==> config.mk <==
export PLATFORM = sky130hd
export DESIGN_NAME = fifo_wr_ctrl_flat
export DESIGN_NICKNAME = d
export VERILOG_FILES = /design/src/rtl/fifo_wr_ctrl_pkg.sv /design/src/rtl/fifo_wr_ctrl_if.sv /design/src/rtl/sync_2ff.sv /design/src/rtl/fifo_wr_ctrl.sv /design/src/flat_wrapper.sv
export SDC_FILE = /design/constraint.sdc
export NUM_CORES = 1
export LEC_CHECK = 0
export ABC_AREA = 1
export ABC_CLOCK_PERIOD_IN_PS = 3220
export BUFFER_PORTS_ARGS = -buffer_cell sky130_fd_sc_hd__buf_2
export CAP_MARGIN = 20
export CELL_PAD_IN_SITES_DETAIL_PLACEMENT = 0
export CELL_PAD_IN_SITES_GLOBAL_PLACEMENT = 1
export CORE_MARGIN = 1.5
export CORE_UTILIZATION = 30
export CTS_CLUSTER_DIAMETER = 100
export DETAILED_ROUTE_END_ITERATION = 6
export PLACE_DENSITY = 0.85
export SYNTH_ARGS = -nofsm -noshare
export SYNTH_HDL_FRONTEND = slang
export SYNTH_SLANG_ARGS = --single-unit
==> constraint.sdc <==
create_clock -name clk -period 3.22 [get_ports clk]
set_clock_uncertainty 0.05 [all_clocks]
set_input_delay 0.161 -clock clk [delete_from_list [all_inputs] [get_ports clk]]
set_output_delay 0.161 -clock clk [all_outputs]
set_load 0.01 [all_outputs]
==> src/rtl/fifo_wr_ctrl_pkg.sv <==
// Shared async-FIFO helpers: default sizes and Gray/binary pointer conversion,
// used by both the write-side and read-side controllers.
package fifo_pkg;

    localparam int DEF_WIDTH     = 32;
    localparam int DEF_ADDRWIDTH = 4;

    // Conversions work on a fixed wide word; callers zero-extend and truncate.
    // Zero upper bits do not disturb the lower bits of either conversion.
    localparam int PTR_MAX = 32;
    typedef logic [PTR_MAX-1:0] ptr_max_t;

    function automatic ptr_max_t bin2gray(input ptr_max_t b);
        return b ^ (b >> 1);
    endfunction

    function automatic ptr_max_t gray2bin(input ptr_max_t g);
        ptr_max_t b;
        b[PTR_MAX-1] = g[PTR_MAX-1];
        for (int i = PTR_MAX - 2; i >= 0; i--) begin
            b[i] = b[i+1] ^ g[i];
        end
        return b;
    endfunction

endpackage

==> src/rtl/fifo_wr_ctrl_if.sv <==
// Upstream word handshake into the FIFO write controller.
// A word transfers on a rising clk edge where in_valid && in_ready; the master
// holds in_data stable while in_valid is high, and in_ready may drop at any time.
interface fifo_wr_ctrl_if #(
    parameter int WIDTH = fifo_pkg::DEF_WIDTH
);
    logic             in_valid;
    logic             in_ready;
    logic [WIDTH-1:0] in_data;

    modport master (
        output in_valid,
        output in_data,
        input  in_ready
    );

    modport slave (
        input  in_valid,
        input  in_data,
        output in_ready
    );
endinterface

==> src/rtl/sync_2ff.sv <==
// Two-flop synchroniser for a bus whose bits change at most one at a time
// (e.g. a Gray pointer) crossing into the clk domain.
module sync_2ff #(
    parameter int W = 1
) (
    input  logic         clk,
    input  logic         rst,
    input  logic [W-1:0] d_i,
    output logic [W-1:0] q_o
);

    logic [W-1:0] meta_q;
    logic [W-1:0] sync_q;

    always_ff @(posedge clk or posedge rst) begin
        if (rst) begin
            meta_q <= '0;
            sync_q <= '0;
        end else begin
            meta_q <= d_i;
            sync_q <= meta_q;
        end
    end

    assign q_o = sync_q;

endmodule

==> src/rtl/fifo_wr_ctrl.sv <==
// Write-side controller of an async FIFO: accepts words, drives the external
// memory write port, and tracks full/fill against the synchronised read pointer.
module fifo_wr_ctrl
    import fifo_pkg::*;
#(
    parameter int WIDTH        = DEF_WIDTH,
    parameter int ADDRWIDTH    = DEF_ADDRWIDTH,
    parameter int AFULL_THRESH = 12
) (
    input  logic                 clk,
    input  logic                 rst,
    fifo_wr_ctrl_if.slave        up,
    input  logic [ADDRWIDTH:0]   rptr_gray_async,
    output logic                 w_en,
    output logic [ADDRWIDTH-1:0] waddr,
    output logic [WIDTH-1:0]     wdata,
    output logic [ADDRWIDTH:0]   wptr_gray,
    output logic                 full,
    output logic                 almost_full,
    output logic [ADDRWIDTH:0]   fill,
    output logic                 overflow
);

    localparam int PW = ADDRWIDTH + 1;
    typedef logic [PW-1:0] ptr_t;

    ptr_t wbin_q,  wbin_d;
    ptr_t wgray_q, wgray_d;
    ptr_t fill_q,  fill_d;
    ptr_t rq2, rbin, full_cmp;
    logic full_q,  full_d;
    logic afull_q, afull_d;
    logic ovf_q,   ovf_d;
    logic push;

    sync_2ff #(.W(PW)) u_rptr_sync (
        .clk (clk),
        .rst (rst),
        .d_i (rptr_gray_async),
        .q_o (rq2)
    );

    // Pointers and flags are computed from wbin_d so a push and a read-pointer
    // advance seen in the same cycle land together in one update.
    always_comb begin
        push     = up.in_valid && !full_q && !rst;
        wbin_d   = wbin_q + ptr_t'(push);
        wgray_d  = ptr_t'(bin2gray(ptr_max_t'(wbin_d)));
        rbin     = ptr_t'(gray2bin(ptr_max_t'(rq2)));
        full_cmp = {~rq2[PW-1:PW-2], rq2[PW-3:0]};
        full_d   = (wgray_d == full_cmp);
        fill_d   = wbin_d - rbin;
        afull_d  = (fill_d >= ptr_t'(AFULL_THRESH));
        ovf_d    = ovf_q | (up.in_valid && full_q);
    end

    always_ff @(posedge clk or posedge rst) begin
        if (rst) begin
            wbin_q  <= '0;
            wgray_q <= '0;
            fill_q  <= '0;
            full_q  <= 1'b0;
            afull_q <= 1'b0;
            ovf_q   <= 1'b0;
        end else begin
            wbin_q  <= wbin_d;
            wgray_q <= wgray_d;
            fill_q  <= fill_d;
            full_q  <= full_d;
            afull_q <= afull_d;
            ovf_q   <= ovf_d;
        end
    end

    assign up.in_ready  = !full_q;
    assign w_en         = push;
    assign waddr        = wbin_q[ADDRWIDTH-1:0];
    assign wdata        = up.in_data;
    assign wptr_gray    = wgray_q;
    assign full         = full_q;
    assign almost_full  = afull_q;
    assign fill         = fill_q;
    assign overflow     = ovf_q;

endmodule

==> src/flat_wrapper.sv <==
// flat-port wrapper written by rule: the top's interface ports become plain ports
module fifo_wr_ctrl_flat import fifo_pkg::*;
#(
    parameter int WIDTH        = DEF_WIDTH,
    parameter int ADDRWIDTH    = DEF_ADDRWIDTH,
    parameter int AFULL_THRESH = 12
)
  (clk, rst, rptr_gray_async, w_en, waddr, wdata, wptr_gray, full, almost_full, fill, overflow, up_in_valid, up_in_data, up_in_ready);
  fifo_wr_ctrl_if #(.WIDTH(WIDTH)) up_i ();
  input  logic clk;
  input  logic rst;
  input  logic [ADDRWIDTH:0] rptr_gray_async;
  output logic w_en;
  output logic [ADDRWIDTH-1:0] waddr;
  output logic [WIDTH-1:0] wdata;
  output logic [ADDRWIDTH:0] wptr_gray;
  output logic full;
  output logic almost_full;
  output logic [ADDRWIDTH:0] fill;
  output logic overflow;
  input wire logic [$bits(up_i.in_valid)-1:0] up_in_valid;
  input wire logic [$bits(up_i.in_data)-1:0] up_in_data;
  output wire logic [$bits(up_i.in_ready)-1:0] up_in_ready;
  assign up_i.in_valid = up_in_valid;
  assign up_i.in_data = up_in_data;
  assign up_in_ready = up_i.in_ready;
  fifo_wr_ctrl #(.WIDTH(WIDTH), .ADDRWIDTH(ADDRWIDTH), .AFULL_THRESH(AFULL_THRESH)) u_core (.clk(clk), .rst(rst), .up(up_i), .rptr_gray_async(rptr_gray_async), .w_en(w_en), .waddr(waddr), .wdata(wdata), .wptr_gray(wptr_gray), .full(full), .almost_full(almost_full), .fill(fill), .overflow(overflow));
endmodule
### Word-level counts from Yosys, hierarchy flattened

Cells that the tools add are included.

* register bits after elaboration: 28
* bits of input ports: 40
* word-level logic and storage cells: 24

* add/subtract/negate cells: 2
* $lt $le $gt $ge: 1
* equal/unequal tests: 1
* bitwise logic cells: 7
* reduce and logical (&&, ||, !) cells: 5

Operators by type and width (count)
* 5-bit by 1-bit adder with 5-bit output: 1
* 5-bit == test: 1
* 5-bit by 4-bit greater-or-equal comparator with 1-bit output (second input constant): 1
* 5-bit subtractor: 1
* 5-bit by 4-bit bitwise XOR with 5-bit output: 1
* 1-bit bitwise XOR: 4
* 1-bit logical AND: 3
* 1-bit zero test: 2
* 2-bit inverter: 1
* 1-bit OR: 1

### Logic depth before layout (Yosys ltp)

Gate-level depths: netlist of the first run.

* depth after elaboration: 6
* depth in mapped cells: 14
* mapped depth without buffers: 14

### Modules after synthesis

From an unflattened synthesis of the first run, not the netlist that was laid out.

* cell total of the unflattened synthesis: 163
* area total of the unflattened synthesis: 1475.2 um^2

By module, submodules not included
* fifo_wr_ctrl: times used 1, cells each 152, area an instance 1221.2 um^2, seq. area each 425.4 um^2
* sync_2ff: times used 1, cells each 11, area an instance 254.0 um^2, seq. area each 250.2 um^2

### Worst setup path after synthesis of the first run

No wires, ideal clock.

* path type: reg-to-reg
* start: register u_core.full_q (netlist: u_core.full)
* end: register u_core.afull_q (netlist: u_core.almost_full)
* library setup time: 0.124 ns
* arrival: 2.382 ns
* path slack: 0.663 ns
* cell stages (with the launch flop): 13
* cells stage by stage: dfrtp_1 > nor3_1 > ha_1 > ha_1 > nand2_1 > nand2_1 > inv_1 > ha_1 > nand2_1 > nor2_1 > a211oi_1 > or2_1 > nand3_1

* word-level cells in the longest chain between the ends: 6

RTL lines
* start, declared: RTL line fifo_wr_ctrl.sv:31 `logic full_q, full_d;`
* start signal, assigned: RTL line fifo_wr_ctrl.sv:69 `full_q <= full_d;`
* 1-bit zero test: RTL line fifo_wr_ctrl.sv:46 `push = up.in_valid && !full_q && !rst;`
* 1-bit logical AND (2 in series): RTL line fifo_wr_ctrl.sv:46
* net w_en: RTL line flat_wrapper.sv:13 `output logic w_en;`
* 5-bit by 1-bit adder with 5-bit output: RTL line fifo_wr_ctrl.sv:47 `wbin_d = wbin_q + ptr_t'(push);`
* net u_core.wbin_d[2]: RTL line fifo_wr_ctrl.sv:27 `ptr_t wbin_q, wbin_d;`
* 5-bit subtractor: RTL line fifo_wr_ctrl.sv:52 `fill_d = wbin_d - rbin;`
* 5-bit by 4-bit greater-or-equal comparator with 1-bit output: RTL line fifo_wr_ctrl.sv:53 `afull_d = (fill_d >= ptr_t'(AFULL_THRESH));`
* net u_core.afull_d: RTL line fifo_wr_ctrl.sv:32 `logic afull_q, afull_d;`
* end signal, assigned: RTL line fifo_wr_ctrl.sv:70 `afull_q <= afull_d;`
* end, declared: RTL line fifo_wr_ctrl.sv:32

The timed path passes the listed nets, and every way through them passes these cells.

### Worst setup path in the final report of the first run

* start: input port rst
* end: register u_core.afull_q (netlist: u_core.almost_full)

* word-level cells in the longest chain between the ends: 5

RTL lines
* start, declared: RTL line flat_wrapper.sv:11 `input logic rst;`
* 1-bit zero test: RTL line fifo_wr_ctrl.sv:46
* 1-bit logical AND: RTL line fifo_wr_ctrl.sv:46
* 5-bit by 1-bit adder with 5-bit output: RTL line fifo_wr_ctrl.sv:47
* net u_core.wbin_d[2]: RTL line fifo_wr_ctrl.sv:27
* 5-bit subtractor: RTL line fifo_wr_ctrl.sv:52
* 5-bit by 4-bit greater-or-equal comparator with 1-bit output: RTL line fifo_wr_ctrl.sv:53
* net u_core.afull_d: RTL line fifo_wr_ctrl.sv:32

The timed path passes the listed nets, and every way through them passes these cells.

==> results_dict.tcl, run 1 <==
set metrics [dict create \
    cts_tree "done" \
    status "complete, no violations" \
    cts_resized 0 \
    path_cells "dlygate4sd3_1, buf_2, nor3_1, ha_1, ha_1, nand2_1, nand2_1, inv_1, ha_1, nand2_1, nor2_1, a211oi_1, or2_1, nand3_1" \
    dp_hpwl_um 1813 \
    rsz0062_at_grt "false" \
    tns_ns 0 \
    die_w_um 73.04 \
    critical_path.slowest_cell "dlygate4sd3_1" \
    dr.pass1.iters 4 \
    worstPathMaxFanout 5 \
    grt_max_degree 28 \
    antenna_left 0 \
    synth.distinct_cells 20 \
    reg2reg_depth 12 \
    netlist.top_cell.by_area "dfrtp_1" \
    crit_arrival_ns 2.80 \
    die_h_um 73.04 \
    end_kind "register" \
    slowest_delay_ns 0.53 \
    io_buffer_count 26 \
    vdd_drop_max_uv 218.5 \
    cts_sinks 27 \
    dp_cells 222 \
    wl_per_cell_um 10.15 \
    netlist_area_um2 1471 \
    hold_depth 3 \
    async_reset_ff_share_pct 100.0 \
    postCtsSetupBuffers 0 \
    synth_warnings 0 \
    finalHoldViolCount 0 \
    slew_headroom_pct 81.64 \
    finalNonFillerCells 233 \
    diodes 0 \
    synth_top_area_share_pct 45.92 \
    power_density_nw_per_um2 875.0 \
    gp_congestion 0.7594 \
    worstPathBufferInverterCount 3 \
    r2r_setup_slack_ns 0.65 \
    track_usage_pct 9.794 \
    fin_crit_sh_pct 83.47 \
    core_um2 4723 \
    drt-total-wl_um 2364 \
    clk-insertion-delay-late_ns 0.27 \
    ys_seq_area_share_pct 45.92 \
    power.leakage_nw 0.8347 \
    final-max-slew-violation-count 0 \
    synth_edf_count 0 \
    rr_startpoint "u_core.full$_DFF_PP0_" \
    cts_made_buffers 3 \
    ys_ff_latch 27 \
    worstPathRequired_ns 3.34 \
    antenna_found_initial 0 \
    grt_first_pass_wirelength_um 3926 \
    max_clock_freq_mhz 372.1 \
    fill_cells 500 \
    root_buffer "clkbuf_8" \
    synthFlopType "dfrtp_1" \
    setup_viol 0 \
    start_kind "primary input" \
    vias 944 \
    maxCapViolCount 0 \
    netlist_instances 162 \
    r2r_end "u_core.almost_full$_DFF_PP0_" \
    first_global_vias 885 \
    hold_class "in -> reg" \
    final_core_util_pct 33.19 \
    grt-ovfl-total 0 \
    initial_core_util_pct 31.15 \
    nets 215 \
    min_to "u_core.overflow$_DFF_PP0_" \
    drive_gt1_share_pct 19.88 \
    clk_path_buf_depth 2 \
    syn-mean-instance-area_um2 9.083 \
    synth_area_leaders "dfrtp_1, buf_4, nand2_1" \
    boundaryPins 91 \
    hold_start "up_in_valid" \
    syn_to_final_growth_pct 6.547 \
    h-tree-depth 1 \
    viasPerCell 4.052 \
    layout_commonest_cell "nand2_1" \
    row_count 25 \
    seq_area_um2 675.6 \
    clk_pin_slew_ns 0.09 \
    initialDrtViolationCount 26 \
    worstSetupPathType "in -> reg" \
    drc 0 \
    worstMarginPinSlew_ns 0.2740 \
    cts_hold_buffers 5 \
    multi_input_area_um2 469.2 \
    synth_nets 210 \
    cp_top_family "simple AND/OR/NAND/NOR gates" \
    fin_crit_ns 2.688 \
    final_cell_mix "nand2_1, dfrtp_1, buf_2" \
    die_area_um2 5334 \
]
[layout make-up]
type                       count  share of cell area, %
clock buffer                   3                  2.634
clock inverter                 1                 0.3192
inverter                      20                  4.789
multi-input combinational     82                  29.93
sequential                    27                  43.10
tap                           67                  5.347
timing repair buffer          33                  13.89
[cells by family (layout without fill, tap and decap cells)]
kind of cell	Yosys count	in the layout	share of synthesized area [%]
compound gates	4	4	1.700
xor+xnor	5	5	3.998
fa+ha+maj	8	8	7.313
buf+inv	53	57	22.19
flops	27	27	45.92
simple gates	65	65	18.88
[worst max path at each step]
stage | endpoint | startpoint | depth (start not counted) | slack [ns]
finish | u_core.almost_full$_DFF_PP0_ | rst | 14 | 0.53
global route | u_core.almost_full$_DFF_PP0_ | rst | 14 | 0.31
CTS | u_core.almost_full$_DFF_PP0_ | u_core.full$_DFF_PP0_ | 12 | 0.63
detailed placement | u_core.almost_full$_DFF_PP0_ | u_core.full$_DFF_PP0_ | 12 | 0.65
global placement | u_core.almost_full$_DFF_PP0_ | u_core.full$_DFF_PP0_ | 12 | 0.76
floorplan | u_core.almost_full$_DFF_PP0_ | u_core.full$_DFF_PP0_ | 12 | 0.66
[tightest hold or removal path, stage by stage]
cell and delay [ns]:
buf_2 0.09, inv_1 0.07, o21bai_1 0.07
[metal layers]
metal	up-vias	share of wire (%)	track usage (%)
met2	31	44	14.14
met1	430	46	12.68
li1	478	-	-
met4	0	3.0	7.338
met3	5	7.5	2.210
met5	-	0	0
[power breakdown]
group | total, mW | leakage [nW] | switching (mW) | internal (mW)
registers | 0.522 | 0.318 | 0.0664 | 0.456
logic | 0.661 | 0.491 | 0.399 | 0.262
clock network | 0.189 | 0.0255 | 0.102 | 0.0867
[synthesized netlist by cell type (all sizes together), types with 2 or more instances]
| cell | number |
|---|---|
| buf | 33 |
| dfrtp | 27 |
| ha | 7 |
| inv | 20 |
| nand2 | 41 |
| nand3 | 14 |
| nand4 | 4 |
| nor2 | 3 |
| or2 | 2 |
| xnor2 | 2 |
| xor2 | 3 |
[per-stage QoR]
step / power [mW] / setup slack [ns] / area, µm² / hold WS [ns]
finish: 1.372 / 0.5323 / 1568 / 0.1057
global route: 1.514 / 0.3120 / 1568 / 0.1206
CTS: 1.390 / 0.6332 / 1530 / 0.1069
detailed placement: 1.184 / 0.6480 / 1434 / 0.2204
global placement: 1.183 / 0.7585 / 1434 / 0.2200
floorplan: 1.028 / 0.6632 / 1471 / 0.1424
[state kept, by name (all words and copies together), names as in the netlist]
| name | flops |
|---|---|
| u_core.u_rptr_sync.meta_q | 5 |
| u_core.wbin_q | 5 |
| u_core.full | 1 |
| u_core.wptr_gray | 4 |
| u_core.fill | 5 |
| u_core.u_rptr_sync.q_o | 5 |
| u_core.overflow | 1 |
| u_core.almost_full | 1 |
Power figures use the tool's default switching activity.
==> run 2: changes to the inputs <==
--- a/config.mk
+++ b/config.mk
@@ -6,16 +6,16 @@
 export NUM_CORES = 1
 export LEC_CHECK = 0
 export ABC_AREA = 1
-export ABC_CLOCK_PERIOD_IN_PS = 3220
+export ABC_CLOCK_PERIOD_IN_PS = 2200
 export BUFFER_PORTS_ARGS = -buffer_cell sky130_fd_sc_hd__buf_2
 export CAP_MARGIN = 20
 export CELL_PAD_IN_SITES_DETAIL_PLACEMENT = 0
 export CELL_PAD_IN_SITES_GLOBAL_PLACEMENT = 1
 export CORE_MARGIN = 1.5
-export CORE_UTILIZATION = 30
+export CORE_UTILIZATION = 27
 export CTS_CLUSTER_DIAMETER = 100
 export DETAILED_ROUTE_END_ITERATION = 6
-export PLACE_DENSITY = 0.85
+export PLACE_DENSITY = 0.81
 export SYNTH_ARGS = -nofsm -noshare
 export SYNTH_HDL_FRONTEND = slang
 export SYNTH_SLANG_ARGS = --single-unit
==> constraint.sdc (replaced) <==
create_clock -name clk -period 2.2 [get_ports clk]
set_clock_uncertainty 0.05 [all_clocks]
set_input_delay 0.11 -clock clk [delete_from_list [all_inputs] [get_ports clk]]
set_output_delay 0.11 -clock clk [all_outputs]
set_load 0.01 [all_outputs]
==> results_dict.tcl, run 2 (synthesis gave the netlist of run 1 again) <==
set metrics [dict create \
    start_kind "register" \
    hold_class "in -> reg" \
    dp_hpwl_um 1952 \
    grt_max_degree 18 \
    layout_commonest_cell "nand2_1" \
    diodes 0 \
    r2r_setup_slack_ns -0.06 \
    rsz0062_at_grt "true" \
    violations "setup timing" \
    core_um2 5172 \
    power.leakage_nw 0.9440 \
    setup_ws_ns -0.05805 \
    final_core_util_pct 35.97 \
    fill_cells 527 \
    worstPathMaxFanout 4 \
    holdWs_ns 0.08386 \
    power_density_nw_per_um2 1353 \
    die_area_um2 5901 \
    wl_per_cell_um 10.48 \
    initial_core_util_pct 28.45 \
    dr.pass1.iters 4 \
    clk-insertion-delay-late_ns 0.28 \
    vdd_drop_max_uv 502.9 \
    worstMarginPinSlew_ns 0.5186 \
    h-tree-depth 1 \
    nets 236 \
    gp_congestion 0.7804 \
    finalHoldViolCount 0 \
    cts_made_buffers 3 \
    tns_ns -0.09448 \
    final_cell_mix "nand2_1, buf_2, dfrtp_1" \
    first_global_vias 994 \
    power_mw 2.517 \
    grt-ovfl-total 0 \
    dp_cells 238 \
    syn_to_final_growth_pct 26.45 \
    clk_path_buf_depth 2 \
    viasPerCell 4.132 \
    initialDrtViolationCount 36 \
    final-max-slew-violation-count 0 \
    setup_viol 2 \
    worstPathRequired_ns 2.37 \
    postPlaceCellArea_um2 1598 \
    fin_crit_ns 2.258 \
    track_usage_pct 9.595 \
    fin_crit_sh_pct 102.6 \
    end_kind "register" \
    max_clock_freq_mhz 442.9 \
    drt-total-wl_um 2694 \
    worstSetupPathType "reg -> reg" \
    boundaryPins 91 \
    finalNonFillerCells 257 \
    maxCapViolCount 0 \
    status "complete, but fails checks" \
    io_buffer_count 26 \
    cts_tree "done" \
    vias 1062 \
    antenna_left 0 \
    row_count 26 \
    drc 0 \
    grt_first_pass_wirelength_um 4422 \
    seq_area_um2 676.9 \
    finalInstanceArea_um2 1861 \
    drive_gt1_share_pct 41.71 \
    die_w_um 76.82 \
    multi_input_area_um2 613.1 \
    root_buffer "clkbuf_8" \
    clk_pin_slew_ns 0.10 \
    antenna_found_initial 0 \
    pre_cts_slack_ns -0.03540 \
    die_h_um 76.82 \
    cts_sinks 27 \
    crit_arrival_ns 2.42 \
    slew_headroom_pct 65.39 \
]
## run 2: worst paths after layout
check,startpoint,to,cells past startpoint
max in group asynchronous,rst,u_core.full$_DFF_PP0_,4
min in group asynchronous,rst,u_core.overflow$_DFF_PP0_,3
hold reg to reg,u_core.u_rptr_sync.meta_q[0]$_DFF_PP0_,u_core.u_rptr_sync.q_o[0]$_DFF_PP0_,0
setup reg to reg,u_core.u_rptr_sync.q_o[3]$_DFF_PP0_,u_core.almost_full$_DFF_PP0_,12
hold / removal,up_in_valid,u_core.overflow$_DFF_PP0_,3
setup / recovery,u_core.u_rptr_sync.q_o[3]$_DFF_PP0_,u_core.almost_full$_DFF_PP0_,12
## run 2: critical path: stages, from the launching register on
cell and delay, ns:
dfrtp_1 0.42, xnor2_2 0.19, or2_1 0.27, nand3_1 0.09
nand3_1 0.07, nand2_1 0.07, inv_2 0.04, ha_4 0.15
fa_2 0.37, nor2_2 0.11, a211oi_2 0.05, or2_1 0.24
nand3_1 0.08
## run 2: what timing repair did
item	CTS	global route
endpoints found under the setup margin	1	4
resized for setup	2	17
pin swaps	1	18
setup buffers	2	7
hold endpoints to repair	19	0
hold buffers	6	0
## run 2: final cells by class
class | count | area share, %
Sequential cell | 27 | 36.38
Multi-Input combinational cell | 82 | 32.95
Timing Repair Buffer | 54 | 19.10
Tap cell | 70 | 4.707
Inverter | 20 | 4.169
Clock buffer | 3 | 2.219
Clock inverter | 1 | 0.4707
## run 2: report_power, final
group	internal [mW]	switching [mW]
logic	0.709	0.727
registers	0.667	0.113
clock network	0.133	0.169
## run 2: per-layer routing
metal | track usage [%] | wire length, µm | vias to the layer above
li1 | - | - | 522
met1 | 12.07 | 1151 | 494
met2 | 14.25 | 1262 | 34
met3 | 2.857 | 211 | 12
met4 | 6.111 | 68 | 0
met5 | 0 | 0 | -
==> run 3: changes to the inputs <==
--- a/config.mk
+++ b/config.mk
@@ -9,13 +9,13 @@
 export ABC_CLOCK_PERIOD_IN_PS = 2200
 export BUFFER_PORTS_ARGS = -buffer_cell sky130_fd_sc_hd__buf_2
 export CAP_MARGIN = 20
-export CELL_PAD_IN_SITES_DETAIL_PLACEMENT = 0
-export CELL_PAD_IN_SITES_GLOBAL_PLACEMENT = 1
+export CELL_PAD_IN_SITES_DETAIL_PLACEMENT = 2
+export CELL_PAD_IN_SITES_GLOBAL_PLACEMENT = 2
 export CORE_MARGIN = 1.5
-export CORE_UTILIZATION = 27
+export CORE_UTILIZATION = 20
 export CTS_CLUSTER_DIAMETER = 100
 export DETAILED_ROUTE_END_ITERATION = 6
-export PLACE_DENSITY = 0.81
+export PLACE_DENSITY = 0.79
 export SYNTH_ARGS = -nofsm -noshare
 export SYNTH_HDL_FRONTEND = slang
 export SYNTH_SLANG_ARGS = --single-unit
==> results_dict.tcl, run 3 (synthesis gave the netlist of run 1 again) <==
set metrics [dict create \
    status "complete, but fails checks" \
    violations "setup timing" \
    vdd_drop_max_uv 305.7 \
    worstPathRequired_ns 2.31 \
    viasPerCell 3.795 \
    slew_headroom_pct 66.04 \
    cts_made_buffers 3 \
    rsz0062_at_grt "true" \
    syn_to_final_growth_pct 26.36 \
    die_h_um 88.78 \
    switching_share_pct 41.45 \
    worstSetupPathType "reg -> reg" \
    vias 1074 \
    setup_ws_ns -0.07630 \
    root_buffer "clkbuf_8" \
    io_buffer_count 26 \
    fill_cells 817 \
    postPlaceCellArea_um2 1619 \
    holdWs_ns 0.08620 \
    worstPathMaxFanout 4 \
    drt-total-wl_um 3638 \
    max_clock_freq_mhz 439.3 \
    h-tree-depth 1 \
    diodes 0 \
    cts_tree "done" \
    grt-ovfl-total 0 \
    gp_congestion 0.7802 \
    dr.pass1.iters 2 \
    fin_crit_ns 2.276 \
    die_w_um 88.78 \
    critical_path.slowest_cell "dfrtp_1" \
    grt_max_degree 16 \
    worstPathBufferInverterCount 2 \
    clk-insertion-delay-late_ns 0.27 \
    cp_top_family "simple AND/OR/NAND/NOR gates" \
    hold_class "in -> reg" \
    p_comb_share_pct 57.6 \
    end_kind "register" \
    setup_viol 3 \
    clk_path_buf_depth 2 \
    fin_crit_sh_pct 103.5 \
    cp_common_cell "nand3_1" \
    power_mw 2.512 \
    slowest_delay_ns 0.42 \
    switching_power_mw 1.041 \
    antenna_left 0 \
    drc 0 \
    cts_sinks 27 \
    power_density_nw_per_um2 1351 \
    final_core_util_pct 25.91 \
    maxCapViolCount 0 \
    p_int_mw 1.471 \
    dp_cells 265 \
    initial_core_util_pct 20.51 \
    path_cells "xnor2_2, or2_1, nand3_1, nand3_1, nand2_1, inv_1, ha_2, fa_2, buf_4, xnor2_2, nand2_1, nand3_1" \
    nets 233 \
    final-max-slew-violation-count 0 \
    crit_arrival_ns 2.39 \
    dp_hpwl_um 2770 \
    power.leakage_nw 0.9283 \
    worstMarginPinSlew_ns 0.5089 \
    row_count 31 \
    final_cell_mix "nand2_1, buf_2, dfrtp_1" \
    p_seq_share_pct 31.0 \
    drive_gt1_share_pct 38.04 \
    layout_commonest_cell "nand2_1" \
    initialDrtViolationCount 18 \
    wl_per_cell_um 12.86 \
    grt_first_pass_wirelength_um 5595 \
    first_global_vias 1165 \
    power_frac_clock_pct 11.4 \
    boundaryPins 91 \
    finalNonFillerCells 283 \
    start_kind "register" \
    track_usage_pct 9.437 \
    antenna_found_initial 0 \
    core_um2 7176 \
    die_area_um2 7881 \
    clk_pin_slew_ns 0.09 \
    finalInstanceArea_um2 1859 \
    finalHoldViolCount 0 \
]
run 3: cell type report:
class | count | area, µm² | area share (%)
clock buffer | 4 | 45.04 | 2.423
sequential | 27 | 676.9 | 36.41
inverter | 20 | 77.57 | 4.172
multi-input combinational | 82 | 603.1 | 32.44
timing repair buffer | 51 | 332.8 | 17.90
tap | 99 | 123.9 | 6.662
run 3: power groups by stage:
stage                     Clock (mW)  Sequential, mW  Combinational [mW]
after floorplan                    0           0.846               0.729
after global placement             0           0.793                1.16
after detailed placement           0           0.792                1.23
after CTS                      0.301           0.781                1.39
after global routing           0.329           0.797                1.62
final                          0.286           0.780                1.45
run 3: tightest hold or removal path: stages:
cell	delay [ns]
buf_2	0.08
inv_1	0.06
o21bai_1	0.13
run 3: path summary, 6_finish.rpt:
check | startpoint | to | slack (ns) | cells after the start
worst max-delay path | u_core.u_rptr_sync.q_o[4]$_DFF_PP0_ | u_core.almost_full$_DFF_PP0_ | -0.08 | 12
worst min-delay path | up_in_valid | u_core.overflow$_DFF_PP0_ | 0.09 | 3
worst max register to register | u_core.u_rptr_sync.q_o[4]$_DFF_PP0_ | u_core.almost_full$_DFF_PP0_ | -0.08 | 12
worst min register to register | u_core.u_rptr_sync.meta_q[0]$_DFF_PP0_ | u_core.u_rptr_sync.q_o[0]$_DFF_PP0_ | 0.31 | 0
max in group asynchronous | rst | u_core.u_rptr_sync.meta_q[2]$_DFF_PP0_ | 1.12 | 4
min in group asynchronous | rst | u_core.full$_DFF_PP0_ | 0.39 | 3
run 3: metrics by stage:
stage,TNS [ns],worst slack (ns)
floorplan,0,0.01140
global placement,-0.09259,-0.07968
CTS,-0.2421,-0.1083
detailed placement,-0.3983,-0.1858
finish,-0.1651,-0.07630
global route,-0.6589,-0.2292
run 3: timing repair:
item                                   4_1_cts  5_1_grt
pin swaps                                    8       11
resized for setup                            9        5
gates cloned                                 0        0
hold buffers                                 6        0
setup buffers                                5        3
endpoints found under the hold margin       17        0
setup endpoints to repair                    4        5
run 3: per-layer routing:
layer	vias up	part of all wire (%)	GRT usage (%)
li1	511	-	-
met2	27	54	17.29
met5	-	0	0
met1	532	41	10.93
met4	0	1.5	4.545
met3	4	3.4	0.9328
